--- config.mk ---
export PLATFORM = sky130hd
export DESIGN_NAME = rom_loader
export DESIGN_NICKNAME = d
export VERILOG_FILES = /design/src/rtl/neotang_pkg.sv /design/src/rtl/rom_loader.sv
export SDC_FILE = /design/constraint.sdc
export NUM_CORES = 1
export LEC_CHECK = 0
export ABC_AREA = 0
export BUFFER_PORTS_ARGS = -buffer_cell sky130_fd_sc_hd__buf_2
export CAP_MARGIN = 20
export CORE_ASPECT_RATIO = 0.6
export CORE_UTILIZATION = 40
export DETAILED_ROUTE_END_ITERATION = 8
export GPL_ROUTABILITY_DRIVEN = 1
export PLACE_DENSITY = 0.74
export SYNTH_ARGS = -nofsm -noshare
export SYNTH_HDL_FRONTEND = slang
export SYNTH_SLANG_ARGS = --single-unit
--- constraint.sdc ---
create_clock -name clk -period 3.69 [get_ports clk]
set_input_delay 0.5535 -clock clk [delete_from_list [all_inputs] [get_ports clk]]
set_output_delay 0.5535 -clock clk [all_outputs]
set_load 0.01 [all_outputs]
--- src/rtl/neotang_pkg.sv ---
// neotang_pkg: definitions shared across the neotang SDRAM clients.
//   SDRAM_ADDR_W / SDRAM_DATA_W : geometry of the controller request port.
//   rom_loader_state_t          : rom_loader FSM state encoding.
//   pack_word()                 : byte-pair to 16-bit word packing helper.
package neotang_pkg;

    localparam int SDRAM_ADDR_W = 25;
    localparam int SDRAM_DATA_W = 16;

    typedef enum logic [2:0] {
        IDLE,
        GET_B0,
        GET_B1,
        WRITE,
        VERIFY_RD,
        DONE
    } rom_loader_state_t;

    // Big-endian puts the byte received first in the upper half (68k order).
    function automatic logic [SDRAM_DATA_W-1:0] pack_word(
        input logic [7:0] first_byte,
        input logic [7:0] second_byte,
        input logic       big_endian
    );
        return big_endian ? {first_byte, second_byte} : {second_byte, first_byte};
    endfunction

endpackage

--- src/rtl/rom_loader.sv ---
// rom_loader: packs an 8-bit ROM byte stream into 16-bit words and writes them
// sequentially into SDRAM through the controller request port.
//
// Ports:
//   clk, reset_n          system clock, asynchronous active-low reset
//   load_start, base_addr start pulse and first word address
//   in_data/in_valid/in_last/in_ready   byte stream handshake
//   sdram_addr/din/wr/rd/dout/ready     controller request port
//   busy, done, words_written           load status
//   verify_err            sticky readback mismatch flag
//
// Build option: define ROM_LOADER_VERIFY_EN to read back every written word
// and compare it; otherwise sdram_rd and verify_err are constant 0.
module rom_loader
    import neotang_pkg::*;
#(
    parameter int         ADDR_W     = SDRAM_ADDR_W,
    parameter int         CNT_W      = 24,
    parameter bit         BIG_ENDIAN = 1'b1,
    parameter logic [7:0] PAD_BYTE   = 8'hFF
) (
    input  logic                    clk,
    input  logic                    reset_n,
    input  logic                    load_start,
    input  logic [ADDR_W-1:0]       base_addr,
    input  logic [7:0]              in_data,
    input  logic                    in_valid,
    input  logic                    in_last,
    output logic                    in_ready,
    output logic [ADDR_W-1:0]       sdram_addr,
    output logic [SDRAM_DATA_W-1:0] sdram_din,
    output logic                    sdram_wr,
    output logic                    sdram_rd,
    input  logic [SDRAM_DATA_W-1:0] sdram_dout,
    input  logic                    sdram_ready,
    output logic                    busy,
    output logic                    done,
    output logic [CNT_W-1:0]        words_written,
    output logic                    verify_err
);

    rom_loader_state_t       state_reg, state_next;
    logic [ADDR_W-1:0]       addr_reg, addr_next;
    logic [CNT_W-1:0]        cnt_reg, cnt_next;
    logic [7:0]              byte0_reg, byte0_next;
    logic [SDRAM_DATA_W-1:0] word_reg, word_next;
    logic                    last_reg, last_next;
    logic                    advance;
`ifdef ROM_LOADER_VERIFY_EN
    logic                    verr_reg, verr_next;
`else
    logic                    unused_dout;
    assign unused_dout = ^sdram_dout;
`endif

    always_ff @(posedge clk or negedge reset_n) begin
        if (!reset_n) begin
            state_reg <= IDLE;
            addr_reg  <= '0;
            cnt_reg   <= '0;
            byte0_reg <= '0;
            word_reg  <= '0;
            last_reg  <= 1'b0;
`ifdef ROM_LOADER_VERIFY_EN
            verr_reg  <= 1'b0;
`endif
        end else begin
            state_reg <= state_next;
            addr_reg  <= addr_next;
            cnt_reg   <= cnt_next;
            byte0_reg <= byte0_next;
            word_reg  <= word_next;
            last_reg  <= last_next;
`ifdef ROM_LOADER_VERIFY_EN
            verr_reg  <= verr_next;
`endif
        end
    end

    always_comb begin
        state_next = state_reg;
        addr_next  = addr_reg;
        cnt_next   = cnt_reg;
        byte0_next = byte0_reg;
        word_next  = word_reg;
        last_next  = last_reg;
`ifdef ROM_LOADER_VERIFY_EN
        verr_next  = verr_reg;
`endif
        advance    = 1'b0;
        in_ready   = 1'b0;
        sdram_wr   = 1'b0;
        sdram_rd   = 1'b0;
        busy       = 1'b0;
        done       = 1'b0;

        case (state_reg)
            IDLE: begin
                if (load_start) begin
                    addr_next  = base_addr;
                    cnt_next   = '0;
                    last_next  = 1'b0;
`ifdef ROM_LOADER_VERIFY_EN
                    verr_next  = 1'b0;
`endif
                    state_next = GET_B0;
                end
            end
            GET_B0: begin
                busy     = 1'b1;
                in_ready = 1'b1;
                if (in_valid) begin
                    byte0_next = in_data;
                    last_next  = in_last;
                    if (in_last) begin
                        // Odd-length image: the final word is padded.
                        word_next  = pack_word(in_data, PAD_BYTE, BIG_ENDIAN);
                        state_next = WRITE;
                    end else begin
                        state_next = GET_B1;
                    end
                end
            end
            GET_B1: begin
                busy     = 1'b1;
                in_ready = 1'b1;
                if (in_valid) begin
                    word_next  = pack_word(byte0_reg, in_data, BIG_ENDIAN);
                    last_next  = in_last;
                    state_next = WRITE;
                end
            end
            WRITE: begin
                busy     = 1'b1;
                sdram_wr = 1'b1;
                if (sdram_ready) begin
`ifdef ROM_LOADER_VERIFY_EN
                    state_next = VERIFY_RD;
`else
                    advance    = 1'b1;
`endif
                end
            end
`ifdef ROM_LOADER_VERIFY_EN
            VERIFY_RD: begin
                busy     = 1'b1;
                sdram_rd = 1'b1;
                if (sdram_ready) begin
                    if (sdram_dout != word_reg) begin
                        verr_next = 1'b1;
                    end
                    advance = 1'b1;
                end
            end
`endif
            DONE: begin
                done       = 1'b1;
                state_next = IDLE;
            end
            default: begin
                state_next = IDLE;
            end
        endcase

        // Word fully committed: step address (wraps freely) and the
        // saturating counter, then fetch more bytes or finish.
        if (advance) begin
            addr_next = addr_reg + ADDR_W'(1);
            if (cnt_reg != '1) begin
                cnt_next = cnt_reg + CNT_W'(1);
            end
            state_next = last_reg ? DONE : GET_B0;
        end
    end

    assign sdram_addr    = addr_reg;
    assign sdram_din     = word_reg;
    assign words_written = cnt_reg;
`ifdef ROM_LOADER_VERIFY_EN
    assign verify_err    = verr_reg;
`else
    assign verify_err    = 1'b0;
`endif

endmodule
==> impl_results.md, run 1 <==
- Setup crit start kind: flop
- Largest net degree at the start of global routing: 78
- Fill cells: slightly above 900
- Num ports: ~130
- Non-filler cells, final: approximately 670
- Root Buffer Master: clkbuf_16
- Bufs and invs on worst path: 0
- Avg Synthesized Cell Area: around 9.5 sq um
- Slew Viols, Final: 0
- Post-CTS setup buffer count: 0
- Final instance area: around 5000 sq um
- Slowest-stage cell, CP: a21o_1
- Worst slack at placement: 1.032 ns
- DIE AREA: 10630 sq um
- Synth Flop Type: dfrtp_1
- Worst stage delay on the critical path: 0.56 ns
- Tot Pwr: between 3 and 4 mW
- Starting Density: a little over 40%
- Vias: ~3800
- Post-CTS sizing: 0
- Final setup vio count: 0
- Tot GR Track Use: between 20% and 30%
- Multi-input gate area: around 2000 sq um
- FFs w/ async S/R, synth: between 90% and 100%
- Hold_buf cts: 0
- R2r startpoint: words_written[1]
- Worst setup path endpoint: words_written[9]
- End of the worst register-to-register path: words_written[9]
- Gpl congestion: just under 0.9
- VDD IR max: 0.2639 mV
- Reg2Reg Depth: 6
- Layout cells sized above 1: around 28%
- Number of vias per cell: between 5 and 6
- Clock Skew: roughly 0.0050 ns
- Finished Core Util: around half
- Sink Count: 77
- Crit end category: flop
- Post-DP HPWL: 8135 microns
- Drt pass-1 iters: 5
- Stages on worst setup path: 6
- Delay-heaviest family, CP: simple AND/OR/NAND/NOR gates
- Cell Area, Placed: 4726 sq um
- Final hold vios: 0
- Final period utilization: ~74%
- Synthesized instance count: between 400 and 500
- Total of max-cap violations: 0
- # DRC: 0
- Seq/Total Area, Yosys: between 40% and 50%
- ANT cells: 0
- Height of the die: ~80 microns
- Wire per inst: approximately 17 microns
- Library cells used by synthesis: 60
- IO Port Bufs: approximately 110
- H-tree Lvls: 3
- RSZ-0062 raised after global routing: no
- Fmax: 367.2 MHz
- Netlist Area Pre-Place: roughly 4100 sq um
- Setup crit start: words_written[1]
- Die Width: ~130 microns
- CP max FO: 18
- Max reg flops: 25
- TritonCTS Buffers: 9
- Synthesized flop and latch total: between 70 and 80
- Final nets: around 600
- Remaining global-route overflow: 0
- CTS tree: yes
- Crit path time final: 2.723 ns
- Core footprint: between 9000 and 10000 sq um
- CP cell instances: ha_1 -> nand3_1 -> nor4_4 -> a21o_1 -> nand2_1 -> a31oi_1
- Ys Warns: 0
- Antenna Nets Post-Route: 0
- Initial antenna violation count: 0
- Status: complete, no violations
- Worst reg-to-reg setup slack: between 0.9 and 1 ns
- Starting DRT DRC Count: between 300 and 400
- Register area: 1927 sq um
- Crit Path Category: flop to flop
- Data arrival time of the worst path: approximately 3 ns
- Power Dens Cells: roughly 720 nW/um^2
- Placed cell count: roughly 660
- Critical Path RT: between 3 and 4 ns
- Number of synthesized flops with an enable pin: 0
- Clock-pin slew on the worst setup and hold paths: roughly 0.060 ns
- Vias in the first global route: about 3400
- Final setup margin: between 0.9 and 1 ns
- Row count: 28
- LEAKAGE: between 2 and 2.5 nW
- Hold WS: 0.3686 ns
- CTS max path bufs: 2
- Worst skew pair latency: around 0.33 ns
- Total Wirelength: 11350 microns
- Worst slew pin tran: 1.007 ns
- Setup TNS: 0 ns
- First-pass GRT wire length: 17880 microns
- P&R area growth vs syn: 22.61%
- Relative slew margins: between 30% and 40%
- Hold Crit Class: input port to async pin
[power breakdown]
group          total [mW]  leakage [nW]  switching (mW)  internal [mW]
clock               0.849         0.138           0.333          0.516
sequential           1.43         0.940           0.303           1.13
combinational        1.34          1.17           0.774          0.569
total                3.62          2.25            1.41           2.21
[cell usage in the layout, fill, tap and decap left out, drive strengths merged, types with 5 or more instances in the layout]
cell type	n
inv	12
nand4	11
buf	113
nand2	41
mux2	9
dfrtp	77
or4	5
nand3	27
mux2i	10
o21ai	23
o211ai	6
nand2b	6
nor3	12
and3	7
a311oi	6
o22a	9
clkbuf	10
a21oi	30
or3	6
a211oi	6
nor2	45
a31oi	12
[per-layer routing]
layer	GRT usage (%)	wire length, microns	up-vias	share of wire (%)
met1	32.00	5729	1849	50
met3	5.114	630	15	5.6
li1	-	-	1821	-
met4	6.092	155	0	1.4
met2	30.58	4836	140	43
met5	0	0	-	0
[logic make-up (layout without fill, tap and decap cells)]
kind of cell	Yosys count	count (layout)	synth area share [%]
other cells	1	2	0.09182
fa+ha+maj	2	2	0.6126
compound gates	120	120	19.91
buf+inv	35	140	3.891
flops	77	77	47.18
xor+xnor	2	2	0.4290
mux	19	19	4.933
simple gates	175	175	22.95
[worst min-delay path by stage]
stage / slack [ns] / cells after the start / startpoint / endpoint
final: 0.37 / 1 / reset_n / words_written[17]
after global routing: 0.44 / 2 / base_addr[15] / sdram_addr[15]
after CTS: 0.43 / 1 / reset_n / words_written[19]
after detailed placement: 0.49 / 1 / last_reg / state_reg[2]
after global placement: 0.48 / 1 / last_reg / state_reg[2]
after floorplan: 0.26 / 0 / reset_n / byte0_reg[0]
[cell usage after synthesis (all sizes together) (2+ instances only)]
| master | n | area [sq um] |
|---|---|---|
| mux2 | 9 | 101.4 |
| and4 | 3 | 26.28 |
| mux2i | 10 | 100.1 |
| o21a | 2 | 15.01 |
| o22ai | 2 | 12.51 |
| nand2b | 6 | 37.54 |
| ha | 2 | 25.02 |
| a21oi | 30 | 150.1 |
| nor3 | 12 | 71.32 |
| nand3 | 27 | 135.1 |
| clkbuf | 11 | 41.29 |
| o21ai | 23 | 126.4 |
| a31oi | 12 | 75.07 |
| nor4 | 4 | 55.05 |
| xor2 | 2 | 17.52 |
| o311ai | 3 | 26.28 |
| o22a | 9 | 78.83 |
| dfrtp | 77 | 1927 |
| a221o | 4 | 40.04 |
| nand2 | 41 | 153.9 |
| a311oi | 6 | 52.55 |
| a21o | 3 | 22.52 |
| o221a | 2 | 22.52 |
| a211oi | 6 | 45.04 |
| and3 | 7 | 43.79 |
| or4 | 5 | 45.04 |
| or3 | 6 | 37.54 |
| o31ai | 2 | 15.01 |
| nand4 | 11 | 83.83 |
| inv | 12 | 45.04 |
| buf | 12 | 72.56 |
| o211ai | 6 | 45.04 |
| nor2 | 45 | 173.9 |
| a32oi | 2 | 17.52 |
| nor2b | 2 | 12.51 |
[cell type report]
cell class,count,share of cell area [%]
sequential,77,38.48
clock buffer,10,4.573
tap,135,3.373
multi-input combinational,320,39.98
inverter,12,0.8996
timing repair buffer,113,11.64
clock inverter,5,1.049
[worst reg2reg max path: cells and delay by family, from the launching register on]
family / cells / cell delay [ns]
simple gates: 3 / 1.18
compound gates: 2 / 0.85
flops: 1 / 0.41
fa+ha+maj: 1 / 0.20
(Power assumes the default switching activity.)
==> run 2: changes to the inputs <==
Clock period 3.69 ns to 2.65 ns, I/O delays scaled along.
==> run 2 against run 1 <==
Final cell count increased by 1.0%. Combinational power increased by 42%. First-iteration DRC count decreased by 9.4%. Register-to-register slack got worse by 0.66 ns. Clock skew decreased by 0.00067 ns. Count of clock-buffer cells in the layout unchanged. Via count decreased by 0.10%. Sequential share of layout area decreased by 0.33 points. Sequential cell count unchanged. Routed wire length increased by 0.25%. Design area increased by 0.87%. Largest cell class unchanged.
==> impl_results.md, run 2 (synthesized netlist as in run 1, its figures left out) <==
- CP max FO: 14 (-4)
- Setup crit start kind: flop
- Drt pass-1 iters: 6 (+1)
- Largest net degree at the start of global routing: 78 (unchanged)
- Final setup vio count: 0 (unchanged)
- Clock Skew: 0.004344 ns (-0.0006667 ns)
- LEAKAGE: 2.278 nW (+1.1%)
- Initial antenna violation count: 0 (unchanged)
- Most frequent cells in the layout: buf_2 (106), dfrtp_1 (77), nor2_1 (43)
- Root Buffer Master: clkbuf_16
- Row count: 28 (unchanged)
- Power Dens Cells: 993.2 nW/um^2 (+37%)
- Remaining global-route overflow: 0 (unchanged)
- Antenna Nets Post-Route: 0 (unchanged)
- Starting Density: 41.34% (unchanged)
- Register area: 1927 sq um (unchanged)
- Vias: 3821 (-0.10%)
- DIE AREA: 10630 sq um (unchanged)
- Worst slew pin tran: 0.6981 ns (-0.3093 ns)
- Crit end category: flop
- Starting DRT DRC Count: 346 (-9.4%)
- # DRC: 0 (unchanged)
- Reg2Reg Depth: 6 (unchanged)
- H-tree Lvls: 3 (unchanged)
- Data arrival time of the worst path: 2.60 ns (-0.36 ns)
- Core footprint: 9879 sq um (unchanged)
- Final nets: 596 (+1.0%)
- Final period utilization: 88.28% (+14 points)
- Crit Path Category: flop to flop
- Total Wirelength: 11380 microns (+0.25%)
- Wire per inst: 16.76 microns (-0.79%)
- Most common cell after layout, fill and taps aside: buf_2
- Post-DP HPWL: 8243 microns (+1.3%)
- Post-CTS sizing: 0 (unchanged)
- Final hold vios: 0 (unchanged)
- Non-filler cells, final: 679 (+1.0%)
- Number of vias per cell: 5.627 (-1.1%)
- Hold Crit Class: input port to async pin
- Relative slew margins: 53.29% (+20 points)
- RSZ-0062 raised after global routing: no
- Setup crit start: words_written[0]
- Setup TNS: 0 ns (unchanged)
- Hold_buf cts: 0 (unchanged)
- Die Width: 132.4 microns (unchanged)
- Post-CTS setup buffer count: 0 (unchanged)
- Vias in the first global route: 3358 (-2.3%)
- Status: complete, no violations
- VDD IR max: 0.3855 mV (+46%)
- Sink Count: 77 (unchanged)
- Slew Viols, Final: 0 (unchanged)
- P&R area growth vs syn: 23.68%
- IO Port Bufs: 107 (unchanged)
- CTS tree: yes
- Total of max-cap violations: 0 (unchanged)
- Height of the die: 80.27 microns (unchanged)
- Fill cells: 929 (+0.65%)
- ANT cells: 0 (unchanged)
- Fmax: 427.5 MHz (+16%)
- TritonCTS Buffers: 9 (unchanged)
- R2r startpoint: words_written[0]
- Max reg flops: 25 (unchanged)
- Gpl congestion: 0.9075 (+2.4%)
- Num ports: 126 (unchanged)
- CTS max path bufs: 2 (unchanged)
- Crit path time final: 2.339 ns (-0.3837 ns)
- Placed cell count: 663 (+0.91%)
- Layout cells sized above 1: 29.04% (+0.92 points)
- First-pass GRT wire length: 17900 microns (about the same)
- Tot GR Track Use: 21.94% (+0.43 points)
- Critical Path RT: 2.91 ns (-1.02 ns)
- Multi-input gate area: 2002 sq um (unchanged)
- Worst skew pair latency: 0.34 ns (about the same)
- Clock-pin slew on the worst setup and hold paths: 0.06 ns (about the same)
run 2: cell types whose count changed in the layout (fill, tap and decap cells not counted):
cell / previous run / this run
inv_6: 0 / 1
buf_4: 7 / 12
clkinvlp_4: 1 / 2
bufinv_16: 1 / 0
buf_12: 0 / 1
run 2: area by class of cell:
| cell class | count | area share, % |
|---|---|---|
| clock inverter | 6 | 0.7679 |
| multi-input combinational | 320 | 39.63 |
| inverter | 12 | 0.8918 |
| tap | 135 | 3.344 |
| sequential | 77 | 38.15 |
| clock buffer | 10 | 4.533 |
| timing repair buffer | 119 | 12.68 |
run 2: worst max-delay path: stages (launching register included):
cell	delay, ns
dfrtp_1	0.41
ha_1	0.21
nand3_1	0.27
or4_4	0.64
o21ai_4	0.39
o21ba_2	0.22
o21ai_0	0.13
run 2: stage by stage:
step	area (sq um)	power [mW]	worst slack, ns	hold WS, ns	utilization (%)
final	5051	5.017	0.3105	0.06430	51.13
after global routing	5051	5.339	0.1710	0.08994	51.13
after CTS	5051	5.027	0.3344	0.09240	51.13
after detailed placement	4783	3.892	0.3669	0.4523	48.42
after global placement	4783	3.805	0.4051	0.4506	48.42
after floorplan	4088	3.153	0.6353	0.1019	-
run 2: report_power, final:
group,leakage [nW],total (mW),internal (mW),switching (mW)
Combinational,1.21,1.90,0.820,1.08
Clock,0.129,1.13,0.632,0.497
Sequential,0.940,1.99,1.57,0.418
run 2: layer usage:
| metal | global-route usage (%) | up-vias | wire (microns) |
|---|---|---|---|
| met5 | 0 | - | 0 |
| met4 | 5.517 | 0 | 153 |
| met3 | 5.303 | 16 | 692 |
| met2 | 31.37 | 155 | 4866 |
| met1 | 32.76 | 1827 | 5666 |
| li1 | - | 1823 | - |
run 2: worst paths after layout:
path	endpoint	slack, ns
worst max-delay path	words_written[22]	0.31
worst min-delay path	words_written[17]	0.06
worst max register to register	words_written[22]	0.31
worst min register to register	sdram_din[4]	0.50
max in group asynchronous	byte0_reg[5]	2.23
min in group clk	sdram_addr[8]	0.28
